### src/rtl/sevenseg_scan.sv
// Time-multiplexed common-anode seven-segment driver: hex decode, per-digit dp,
// optional leading-zero blanking and a double buffer that only swaps at frame end.
module sevenseg_scan #(
    parameter int unsigned DIGITS  = 4,
    parameter int unsigned CLK_DIV = 50000
) (
    input  logic                  clk,
    input  logic                  rst_n,
    input  logic [4*DIGITS-1:0]   data_in,
    input  logic [DIGITS-1:0]     dp_in,
    input  logic                  load,
    input  logic                  enable,
    input  logic                  lz_en,
    output logic [7:0]            segments,
    output logic [DIGITS-1:0]     digit_sel,
    output logic                  frame_done
);

    localparam int unsigned CW = (CLK_DIV > 1) ? $clog2(CLK_DIV) : 1;
    localparam int unsigned IW = (DIGITS > 1) ? $clog2(DIGITS) : 1;
    localparam logic [CW-1:0] CntMax = CW'(CLK_DIV - 1);
    localparam logic [IW-1:0] IdxMax = IW'(DIGITS - 1);

    logic [CW-1:0]       cnt_q, cnt_d;
    logic [IW-1:0]       idx_q, idx_d;
    logic [4*DIGITS-1:0] pend_data_q, pend_data_d;
    logic [4*DIGITS-1:0] disp_data_q, disp_data_d;
    logic [DIGITS-1:0]   pend_dp_q, pend_dp_d;
    logic [DIGITS-1:0]   disp_dp_q, disp_dp_d;
    logic                pend_q, pend_d;
    logic [7:0]          segments_q, segments_d;
    logic [DIGITS-1:0]   digit_sel_q, digit_sel_d;

    logic       tick;
    logic       last;
    logic       xfer;
    logic       blank;
    logic [3:0] nibble;
    logic [7:0] glyph;

    always_comb begin
        tick       = enable && (cnt_q == CntMax);
        last       = (idx_q == IdxMax);
        frame_done = tick && last;
        // While dark, pending data is pushed straight through every cycle.
        xfer       = pend_q && (!enable || frame_done);

        cnt_d = '0;
        idx_d = '0;
        if (enable) begin
            cnt_d = tick ? '0 : cnt_q + 1'b1;
            idx_d = idx_q;
            if (tick) begin
                idx_d = last ? '0 : idx_q + 1'b1;
            end
        end

        pend_data_d = pend_data_q;
        pend_dp_d   = pend_dp_q;
        pend_d      = pend_q;
        disp_data_d = disp_data_q;
        disp_dp_d   = disp_dp_q;
        if (xfer) begin
            disp_data_d = pend_data_q;
            disp_dp_d   = pend_dp_q;
            pend_d      = 1'b0;
        end
        if (load) begin
            pend_data_d = data_in;
            pend_dp_d   = dp_in;
            pend_d      = 1'b1;
        end
    end

    always_comb begin
        nibble = disp_data_q[4*idx_q +: 4];
        blank  = lz_en && (idx_q != '0) && ((disp_data_q >> (4 * idx_q)) == '0);

        glyph = 8'hFF;
        case (nibble)
            4'h0: glyph = 8'hC0;
            4'h1: glyph = 8'hF9;
            4'h2: glyph = 8'hA4;
            4'h3: glyph = 8'hB0;
            4'h4: glyph = 8'h99;
            4'h5: glyph = 8'h92;
            4'h6: glyph = 8'h82;
            4'h7: glyph = 8'hF8;
            4'h8: glyph = 8'h80;
            4'h9: glyph = 8'h90;
            4'hA: glyph = 8'h88;
            4'hB: glyph = 8'h83;
            4'hC: glyph = 8'hC6;
            4'hD: glyph = 8'hA1;
            4'hE: glyph = 8'h86;
            4'hF: glyph = 8'h8E;
            default: glyph = 8'hFF;
        endcase

        segments_d  = 8'hFF;
        digit_sel_d = '1;
        if (enable) begin
            segments_d = {~disp_dp_q[idx_q], blank ? 7'h7F : glyph[6:0]};
            // Keep all digits dark on count 0 so the slot change never ghosts.
            if (cnt_d != '0) begin
                digit_sel_d = ~(DIGITS'(1) << idx_q);
            end
        end
    end

    always_ff @(posedge clk or negedge rst_n) begin
        if (!rst_n) begin
            cnt_q       <= '0;
            idx_q       <= '0;
            pend_data_q <= '0;
            pend_dp_q   <= '0;
            pend_q      <= 1'b0;
            disp_data_q <= '0;
            disp_dp_q   <= '0;
            segments_q  <= 8'hFF;
            digit_sel_q <= '1;
        end else begin
            cnt_q       <= cnt_d;
            idx_q       <= idx_d;
            pend_data_q <= pend_data_d;
            pend_dp_q   <= pend_dp_d;
            pend_q      <= pend_d;
            disp_data_q <= disp_data_d;
            disp_dp_q   <= disp_dp_d;
            segments_q  <= segments_d;
            digit_sel_q <= digit_sel_d;
        end
    end

    assign segments  = segments_q;
    assign digit_sel = digit_sel_q;

endmodule

### config.mk
export PLATFORM = sky130hd
export DESIGN_NAME = sevenseg_scan
export DESIGN_NICKNAME = d
export VERILOG_FILES = /design/src/rtl/sevenseg_scan.sv
export SDC_FILE = /design/constraint.sdc
export NUM_CORES = 1
export LEC_CHECK = 0
export ABC_AREA = 1
export CORE_ASPECT_RATIO = 0.5
export CORE_MARGIN = 2
export CORE_UTILIZATION = 51
export DETAILED_ROUTE_END_ITERATION = 8
export PLACE_DENSITY = 0.88
export SLEW_MARGIN = 20
export SYNTH_ARGS = -nofsm -noshare
export SYNTH_HDL_FRONTEND = slang
export SYNTH_SLANG_ARGS = --single-unit
### constraint.sdc
create_clock -name clk -period 1.9 [get_ports clk]
set_input_delay 0.38 -clock clk [delete_from_list [all_inputs] [get_ports clk]]
set_output_delay 0.38 -clock clk [all_outputs]
set_load 0.02 [all_outputs]
Yosys cells after proc, flatten, opt, wreduce, memory -nomap -nowiden
Memories as Yosys holds them, arrays and structs flattened.
Cells that the tools add are included.
{ "word_totals": {"rom_bits": 112, "memories": 1, "wordCells": 45, "output_inout_bits": 13, "register_bits": 71, "in_bits": 25} }
{ "memory_table": {"columns": ["name", "depth", "word_bits", "rd", "rd_clocked_by_memory_dff", "wr", "line_no", "source"], "rows": [
  ["(no name shown)", 16, 7, 1, 0, 0, "80", "case (nibble)"]
]} }
{ "classes": {"n_reduce_logical": 11, "n_eq_ne": 3, "n_shift": 3, "magnitude_cmp": 1, "add_sub_neg": 2, "mux": 13, "bitwise_logic": 2} }
{ "ops": {"columns": ["op", "n"], "rows": [
  ["$mux 16", 2],
  ["$add 16x1->16 const B", 1],
  ["$eq 16x16->1 const B", 1],
  ["$logic_not 16->1", 1],
  ["$reduce_bool 16->1", 1],
  ["$shiftx 16x5->4", 1],
  ["$shr 16x4->16", 1],
  ["$mux 4", 2],
  ["$mux 8", 1],
  ["$mux 7", 1],
  ["$mux 2", 3],
  ["$logic_and 1x1->1", 5],
  ["$not 4->4", 1],
  ["$reduce_bool 2->1", 2],
  ["$shl 1x2->4 const A", 1],
  ["$lt 2x3->1 const B", 1],
  ["$mux 1", 3],
  ["$add 2x1->2 const B", 1],
  ["$bmux 1 s2", 1],
  ["$eq 2x2->1 const B", 1],
  ["$ne 2x1->1 const B", 1],
  ["$logic_not 1->1", 1],
  ["$logic_or 1x1->1", 1],
  ["$not 1->1", 1]
]} }

Depth between registers and ports, before layout
Gate-level depths: netlist of run 1.
{ "logic_depth": {"word_depth": 7, "mapped_depth": 14, "mapped_depth_nobuf": 12} }

Worst setup path before layout of run 1
No wires, ideal clock.
{ "synth_timing": {"path_type": "register to register", "from": "reg idx_q[0]", "to": "reg segments_q[5], in the netlist segments[5]", "t_required_ns": 1.835, "setup_ns": 0.065, "slack_ns": -0.012, "t_arrival_ns": 1.847, "path_buffers": 2, "synth_period_minus_slack_ns": 1.912, "stages_incl_launch_ff": 15, "path_cell_list": "dfrtp_1 > buf_4 > inv_4 > buf_4 > nand2_1 > o21ai_1 > nand2_1 > nand2_1 > ha_1 > nand2_1 > nor2_1 > nand3_1 > a21oi_1 > nand2_1 > nand3_1"} }
{ "synth_via": {"elab_chain_len": 5, "word_cells_on_any_way": 9, "cone_classes": "2 x shift; 2 x mux; 4 x reduce/logical; 1 x memory"} }
{ "synth_rtl": {"columns": ["element", "line_no", "source"], "rows": [
  ["start, declared", "25", "logic [IW-1:0] idx_q, idx_d;"],
  ["start signal, assigned", "124", "idx_q <= idx_d;"],
  ["branches (longest 3 deep; another with $mem_v2 16x7)", null, null],
  ["$mux 7 *", "103", "segments_d = {~disp_dp_q[idx_q], blank ? 7'h7F : glyph[6:0]};"],
  ["$mux 8 *", "102", "if (enable) begin"],
  ["via segments_d[5]", "31", "logic [7:0] segments_q, segments_d;"],
  ["end signal, assigned", "130", "segments_q <= segments_d;"],
  ["end, declared", "31", null]
]} }
Mark *: on every way through the listed nets, which the timed path passes.
A chain may end at the register's enable or synchronous reset.

Final worst setup path of run 1
{ "layout_timing": {"from": "reg cnt_q[0]", "to": "out frame_done"} }
{ "layout_via": {"elab_chain_len": 3} }
{ "layout_rtl": {"columns": ["element", "line_no", "source"], "rows": [
  ["start, declared", "24", "logic [CW-1:0] cnt_q, cnt_d;"],
  ["start signal, assigned", "123", "cnt_q <= cnt_d;"],
  ["$eq 16x16->1", "42", "tick = enable && (cnt_q == CntMax);"],
  ["$logic_and 1x1->1", "42", null],
  ["$logic_and 1x1->1", "44", "frame_done = tick && last;"],
  ["end, declared", "16", "output logic frame_done"]
]} }
Every way passes these cells.

==> impl_metrics.py, run 1 <==
metrics = {
    "final_layout": {
        "syn_to_final_growth_pct": 31.3,
        "diodes": 0,
        "nets": 548,
        "final_layout_size_suffix_gt1_share_pct": 30.9,
        "fill_cells": 453,
        "postLayoutCellArea_mm2": 0.00486,
    },
    "timing": {
        "setup_viol": 1,
        "tns_ns": -0.0179,
        "slew_headroom_pct": 73.8,
        "final.period_utilization_pct": 101,
        "worst_pin_slew_ns": 0.393,
        "finalMaxSlewViolations": 0,
        "fmax_ghz": 0.521,
        "worst_slack_ns": -0.0179,
        "rsz0062_at_grt": "yes",
        "fin_worst_skew_ns": 0.0103,
        "hold_viol": 0,
        "period_minus_slack_ns": 1.92,
        "whs_ns": 0.0223,
    },
    "worst_hold_path": {
        "min-delay-path-class": "in -> async",
    },
    "cts": {
        "cts_tree": "done",
        "cts_max_level": 3,
        "worstSkewPairLatency_ns": 0.35,
        "cts_root_buffer": "clkbuf_16",
        "cts_made_buffers": 9,
        "clockBufferDepth": 2,
        "numClockSinks": 71,
        "clk_pin_slew_ns": 0.06,
    },
    "synth": {
        "synth_edf_count": 0,
        "synth-async-reset-ratio_pct": 100,
        "synth_area_leader_cell": "dfrtp_1",
        "synth_cells": 429,
        "ys.warnings.count": 0,
        "synth-main-ff-cell": "dfrtp_1",
        "syn_area_mm2": 0.00370,
        "ys_seq_elements": 71,
        "synth_nets": 464,
        "yosys-top-cells-area": "dfrtp_1, nand2_1, dfstp_2, inv_1, o21ai_2",
        "ys_seq_area_share_pct": 48.4,
        "yosysMostFrequentCell": "nand2_1",
        "synth_top_area_share_pct": 39.9,
        "ys_types": 37,
        "avgSynthCellArea_um2": 8.63,
        "synth_common_cells": "nand2_1, dfrtp_1, inv_1",
    },
    "floorplan": {
        "die_area_mm2": 0.00800,
        "die_height_um": 64.2,
        "die_w_um": 124,
        "initial_core_util_pct": 54.0,
        "ios": 38,
        "core_area_mm2": 0.00686,
        "rows": 21,
    },
    "grt": {
        "grt_util_all_layers_pct": 21.7,
        "grt_pass1_vias": 3062,
        "antenna_found_initial": 0,
        "grt.overflow.total": 0,
        "grt_pass1_wl_um": 13500,
        "grt_max_degree": 72,
    },
    "critical_path": {
        "crit_path_top_delay_cell": "dfrtp_1",
        "worstSetupEndpointType": "primary output",
        "cp_num_buf_inv": 1,
        "cp_cell_sequence": "ha_4 > nand3_4 > nor2_4 > nand2_2 > nor3_4 > buf_6",
        "crit_required_ns": 1.52,
        "slowest_delay_ns": 0.40,
        "worst-endpoint-arrival_ns": 1.54,
        "crit_type": "reg -> out",
        "crit_path_start_kind": "flop",
        "path_max_fanout": 2,
        "critPathTopFamily": "simple AND/OR/NAND/NOR gates",
    },
    "power": {
        "switching_share_pct": 29.8,
        "pwr-share-clk_pct": 37.2,
        "irDropWorstVdd_mv": 0.552,
        "combPwrFrac_pct": 23.3,
        "intPower_mw": 3.22,
        "power_density_mw_per_mm2": 945,
        "leakagePower_nw": 2.36,
        "power_frac_seq_pct": 39.6,
        "switchingPower_mw": 1.37,
    },
    "placed_design": {
        "dp_hpwl_um": 5650,
        "place_area_mm2": 0.00446,
        "numPortBuffers": 37,
        "place.gp.congestion": 0.918,
    },
    "run": {
        "drv_cap": 0,
    },
    "route": {
        "routed_via_density": 5.11,
        "drtIter0Drc": 257,
        "vias": 3116,
        "routedWlPerCell_um": 13.8,
        "wirelength_um": 8420,
        "antenna_left": 0,
        "drc_errors": 0,
        "drtPass1Iterations": 5,
    },
    "run_status": {
        "outcome": "finished, violations left",
        "violations": "setup timing",
    },
}
[final timing paths]
check	cells after the start	to	from	slack (ns)
worst max register to register	11	segments[3]	idx_q[0]	0.03
worst max-delay path	6	frame_done	cnt_q[0]	-0.02
worst min-delay path	2	disp_data_q[9]	rst_n	0.02
max in group asynchronous	2	segments[6]	rst_n	1.51
worst min register to register	2	disp_data_q[10]	disp_data_q[10]	0.49
min in group clk	2	disp_data_q[10]	disp_data_q[10]	0.49
[worst reg2reg max path, cell delays in order, from the launching register on]
cell     delay (ns)
dfrtp_2        0.44
inv_4          0.10
nand2_1        0.06
o21ai_1        0.11
nand2_1        0.09
nand2_2        0.14
inv_1          0.09
ha_1           0.23
inv_1          0.11
a21oi_1        0.10
nand2_1        0.13
nand4_1        0.15
[flip-flops by register name, indices dropped and copies added, names as in the netlist]
register	flops
pend_data_q	16
idx_q	2
pend_dp_q	4
digit_sel	4
segments	8
disp_dp_q	4
pend_q	1
cnt_q	16
disp_data_q	16
[power by group through the flow]
stage               sequential [mW]  combinational, mW  clock (mW)
detailed placement             1.84              0.978           0
global route                   1.83               1.17        1.81
floorplan                      1.89              0.546           0
finish                         1.82               1.07        1.71
global placement               1.83              0.945           0
CTS                            1.81              0.995        1.74
[metal layers]
layer / up-vias / wire length (µm) / GRT usage (%)
met4: 0 / 227 / 9.83
met1: 1455 / 3580 / 25.7
met5: - / 0 / 0
met3: 23 / 523 / 6.20
li1: 1546 / - / -
met2: 92 / 4090 / 37.3
[stage by stage]
step	instances	total power, mW	util, %	setup WS (ns)
CTS	607	4.54	69.6	-0.0303
global placement	591	2.77	65.1	-0.269
floorplan	429	2.44	-	0.0302
detailed placement	591	2.82	65.1	-0.263
global route	610	4.82	70.9	-0.0766
finish	610	4.59	70.9	-0.0179
[final cells by class]
cell class	count	area (µm²)	area share, %
flip-flops and latches	71	1790	36.9
clock inverters	6	66.3	1.36
well taps	92	115	2.37
clock buffers	10	239	4.92
repair buffers	85	756	15.5
multi-input cells	282	1650	33.9
inverters	64	243	4.99
[cell usage in the layout (no fill, tap or decap), drive strengths merged]
master         synthesis  final
a21o                   1      1
a21oi                  8      8
a41oi                  1      1
buf                    8     50
bufinv                 0      1
clkbuf                 4     10
clkdlybuf4s50          0     35
clkinv                 1      4
dfrtp                 59     59
dfstp                 12     12
ha                    10     10
inv                   63     65
nand2                113    113
nand3                 24     24
nand3b                 1      1
nand4                  9      9
nor2                  38     38
nor3                   3      3
nor4                   1      1
o211ai                 1      1
o21ai                 64     64
o21bai                 2      2
o22ai                  1      1
xor2                   5      5
[kinds of logic (layout without fill, tap and decap cells)]
kind of cell             count (synthesis)  in the layout  share of synthesized area [%]
AND/OR/NAND/NOR                        189            189                           24.7
AO/OA/AOI/OAI                           78             78                           13.5
buffers and inverters                   76            165                           8.86
flip-flops                              71             71                           48.4
adder cells (fa/ha/maj)                 10             10                           3.38
XOR/XNOR                                 5              5                           1.18
[timing repair]
item / CTS / global route
endpoints found under the setup margin: 8 / 12
buffers inserted: 0 / 3
pin swaps: 1 / 2
gates resized for setup: 8 / 16
hold buffers: 0 / 0
(Power assumes the default switching activity.)
==> run 2, diff against run 1 <==
--- a/config.mk
+++ b/config.mk
@@ -6,11 +6,11 @@
 export NUM_CORES = 1
 export LEC_CHECK = 0
 export ABC_AREA = 1
-export CORE_ASPECT_RATIO = 0.5
 export CORE_MARGIN = 2
-export CORE_UTILIZATION = 51
+export CORE_UTILIZATION = 57
 export DETAILED_ROUTE_END_ITERATION = 8
-export PLACE_DENSITY = 0.88
+export PLACE_DENSITY = 0.92
+export SKIP_CTS_REPAIR_TIMING = 1
 export SLEW_MARGIN = 20
 export SYNTH_ARGS = -nofsm -noshare
 export SYNTH_HDL_FRONTEND = slang
==> constraint.sdc (replaced) <==
create_clock -name clk -period 1.85 [get_ports clk]
set_input_delay 0.37 -clock clk [delete_from_list [all_inputs] [get_ports clk]]
set_output_delay 0.37 -clock clk [all_outputs]
set_load 0.02 [all_outputs]
==> run 2 against run 1 <==
Effect of this change: the run still ends with setup timing left; critical path depth is the same; largest power group unchanged; clock power decreased by 19%; die area fell by 11%; sequential power up 2%; routed wire length increased by 7.9%; core utilization is 7.1 points higher.
==> impl_metrics.py, run 2 (synthesis gave the netlist of run 1 again) <==
metrics = {
    "critical_path": {
        "crit_path_start_kind": "flop",
        "worstSetupEndpointType": "primary output",
        "cp_num_buf_inv": 1,
        "critPathTopFamily": "simple AND/OR/NAND/NOR gates",
        "worst-endpoint-arrival_ns": 1.62,
        "path_max_fanout": 2,
        "crit_required_ns": 1.48,
        "crit_type": "reg -> out",
        "crit_path_top_delay_cell": "dfrtp_1",
        "slowest_delay_ns": 0.43,
        "cp_cell_sequence": "ha_4 > nand3_4 > nor2_4 > nand2_2 > nor3_4 > buf_6",
    },
    "final_layout": {
        "syn_to_final_growth_pct": 33.1,
        "final_layout_size_suffix_gt1_share_pct": 35.9,
        "fill_cells": 397,
        "final_common_cell": "nand2_1",
        "final_cell_mix": "nand2_1, dfrtp_1, inv_1",
        "nets": 554,
        "multiInputGateArea_mm2": 0.00174,
        "area.sequential_mm2": 0.00179,
        "diodes": 0,
        "top_regs": "cnt_q: 16 flops, disp_data_q: 16 flops, pend_data_q: 16 flops",
    },
    "floorplan": {
        "die_area_mm2": 0.00715,
        "initial_core_util_pct": 58.6,
        "die_height_um": 84.6,
        "die_w_um": 84.6,
        "core_area_mm2": 0.00631,
        "ios": 38,
        "rows": 29,
    },
    "timing": {
        "rsz0062_at_grt": "yes",
        "whs_ns": 0.00903,
        "setup_viol": 8,
        "hold_viol": 0,
        "finalMaxSlewViolations": 0,
        "worst_pin_slew_ns": 0.370,
        "period_minus_slack_ns": 1.99,
        "slew_headroom_pct": 75.3,
        "fin_worst_skew_ns": 0.00761,
        "fmax_ghz": 0.504,
        "final.period_utilization_pct": 107,
        "worst_slack_ns": -0.135,
    },
    "grt": {
        "grt_pass1_wl_um": 14000,
        "grt.overflow.total": 0,
        "grt_max_degree": 72,
        "grt_pass1_vias": 3222,
        "antenna_found_initial": 0,
        "grt_util_all_layers_pct": 24.7,
    },
    "cts": {
        "clockBufferDepth": 2,
        "worstSkewPairLatency_ns": 0.36,
        "cts_root_buffer": "clkbuf_8",
        "numClockSinks": 71,
        "cts_made_buffers": 9,
        "cts_max_level": 3,
        "clk_pin_slew_ns": 0.08,
        "cts_tree": "done",
    },
    "route": {
        "drtPass1Iterations": 7,
        "routed_via_density": 5.54,
        "drtIter0Drc": 260,
        "wl_met1_um": 3470,
        "antenna_left": 0,
        "met2WireLength_um": 4780,
        "drc_errors": 0,
        "wirelength_um": 9080,
        "vias": 3329,
        "routedWlPerCell_um": 15.1,
        "wl_met3_um": 489,
        "routed.top_layer": "met4",
    },
    "power": {
        "irDropWorstVdd_mv": 0.658,
        "power_density_mw_per_mm2": 898,
        "finalPower_mw": 4.42,
        "leakagePower_nw": 2.41,
    },
    "run": {
        "drv_cap": 0,
    },
    "placed_design": {
        "numPortBuffers": 37,
        "dp_hpwl_um": 5910,
        "place_ws_ns": -0.314,
        "place.gp.congestion": 0.876,
    },
    "worst_hold_path": {
        "min-delay-path-class": "in -> async",
    },
    "run_status": {
        "violations": "setup timing",
        "outcome": "finished, violations left",
    },
}
## run 2: cell count changes in the layout (fill, tap and decap cells not counted), moves of 6 or more
cell | before | now
clkdlybuf4s50_1 | 35 | 23
buf_4 | 45 | 51
dlymetal6s2s_1 | 0 | 12
clkbuf_16 | 9 | 0
clkbuf_8 | 1 | 9
nand2_2 | 26 | 36
nand2_1 | 84 | 74
## run 2: power breakdown
group	switching (mW)	internal, mW
Sequential	0.104	1.76
Combinational	0.686	0.486
Clock	0.624	0.761
## run 2: worst register-to-register path, delay by kind of cell, from the launching register on
kind            cells  cell delay [ns]
simple gates        8             0.87
flops               1             0.43
buf+inv             2             0.22
compound gates      1             0.18
fa+ha+maj           1             0.14
## run 2: stage by stage
| stage | cell area (µm²) | util [%] | setup TNS (ns) | std cells |
|---|---|---|---|---|
| 6_report | 4920 | 78.0 | -0.309 | 601 |
| 4_1_cts | 4700 | 74.5 | -1.35 | 596 |
| 3_5_place_dp | 4490 | 71.0 | -0.978 | 580 |
| 2_1_floorplan | 3720 | - | 0 | 429 |
| 3_3_place_gp | 4490 | 71.0 | -0.320 | 580 |
| 5_1_grt | 4920 | 78.0 | -1.97 | 601 |
## run 2: layout make-up
class                   instances  area share [%]
clock inverters                 7            1.93
well taps                      77            1.96
flip-flops and latches         71            36.4
clock buffers                   9            2.52
multi-input cells             282            35.3
inverters                      64            5.01
repair buffers                 91            16.9
## run 2: final timing paths
check / from / endpoint / slack (ns) / depth (start not counted)
worst max-delay path: cnt_q[1] / frame_done / -0.14 / 6
worst max register to register: idx_q[0] / segments[0] / -0.06 / 12
max in group asynchronous: rst_n / segments[4] / 1.50 / 2
min in group clk: disp_data_q[9] / disp_data_q[9] / 0.50 / 2
worst min register to register: disp_data_q[9] / disp_data_q[9] / 0.50 / 2
worst min-delay path: rst_n / cnt_q[9] / 0.009 / 2
## run 2: per-layer routing
metal  vias to the layer above  global-route usage, %
met5                         -                      0
met4                         0                   11.1
met1                      1586                   28.4
li1                       1541                      -
met2                       159                   43.3
met3                        43                   6.00
==> run 3, diff against run 2 <==
--- a/config.mk
+++ b/config.mk
@@ -11,7 +11,7 @@
 export DETAILED_ROUTE_END_ITERATION = 8
 export PLACE_DENSITY = 0.92
 export SKIP_CTS_REPAIR_TIMING = 1
-export SLEW_MARGIN = 20
+export SLEW_MARGIN = 30
 export SYNTH_ARGS = -nofsm -noshare
 export SYNTH_HDL_FRONTEND = slang
 export SYNTH_SLANG_ARGS = --single-unit
==> results of run 3 <==
Same layout as run 2: the final DEF is identical, and so are final timing and power.
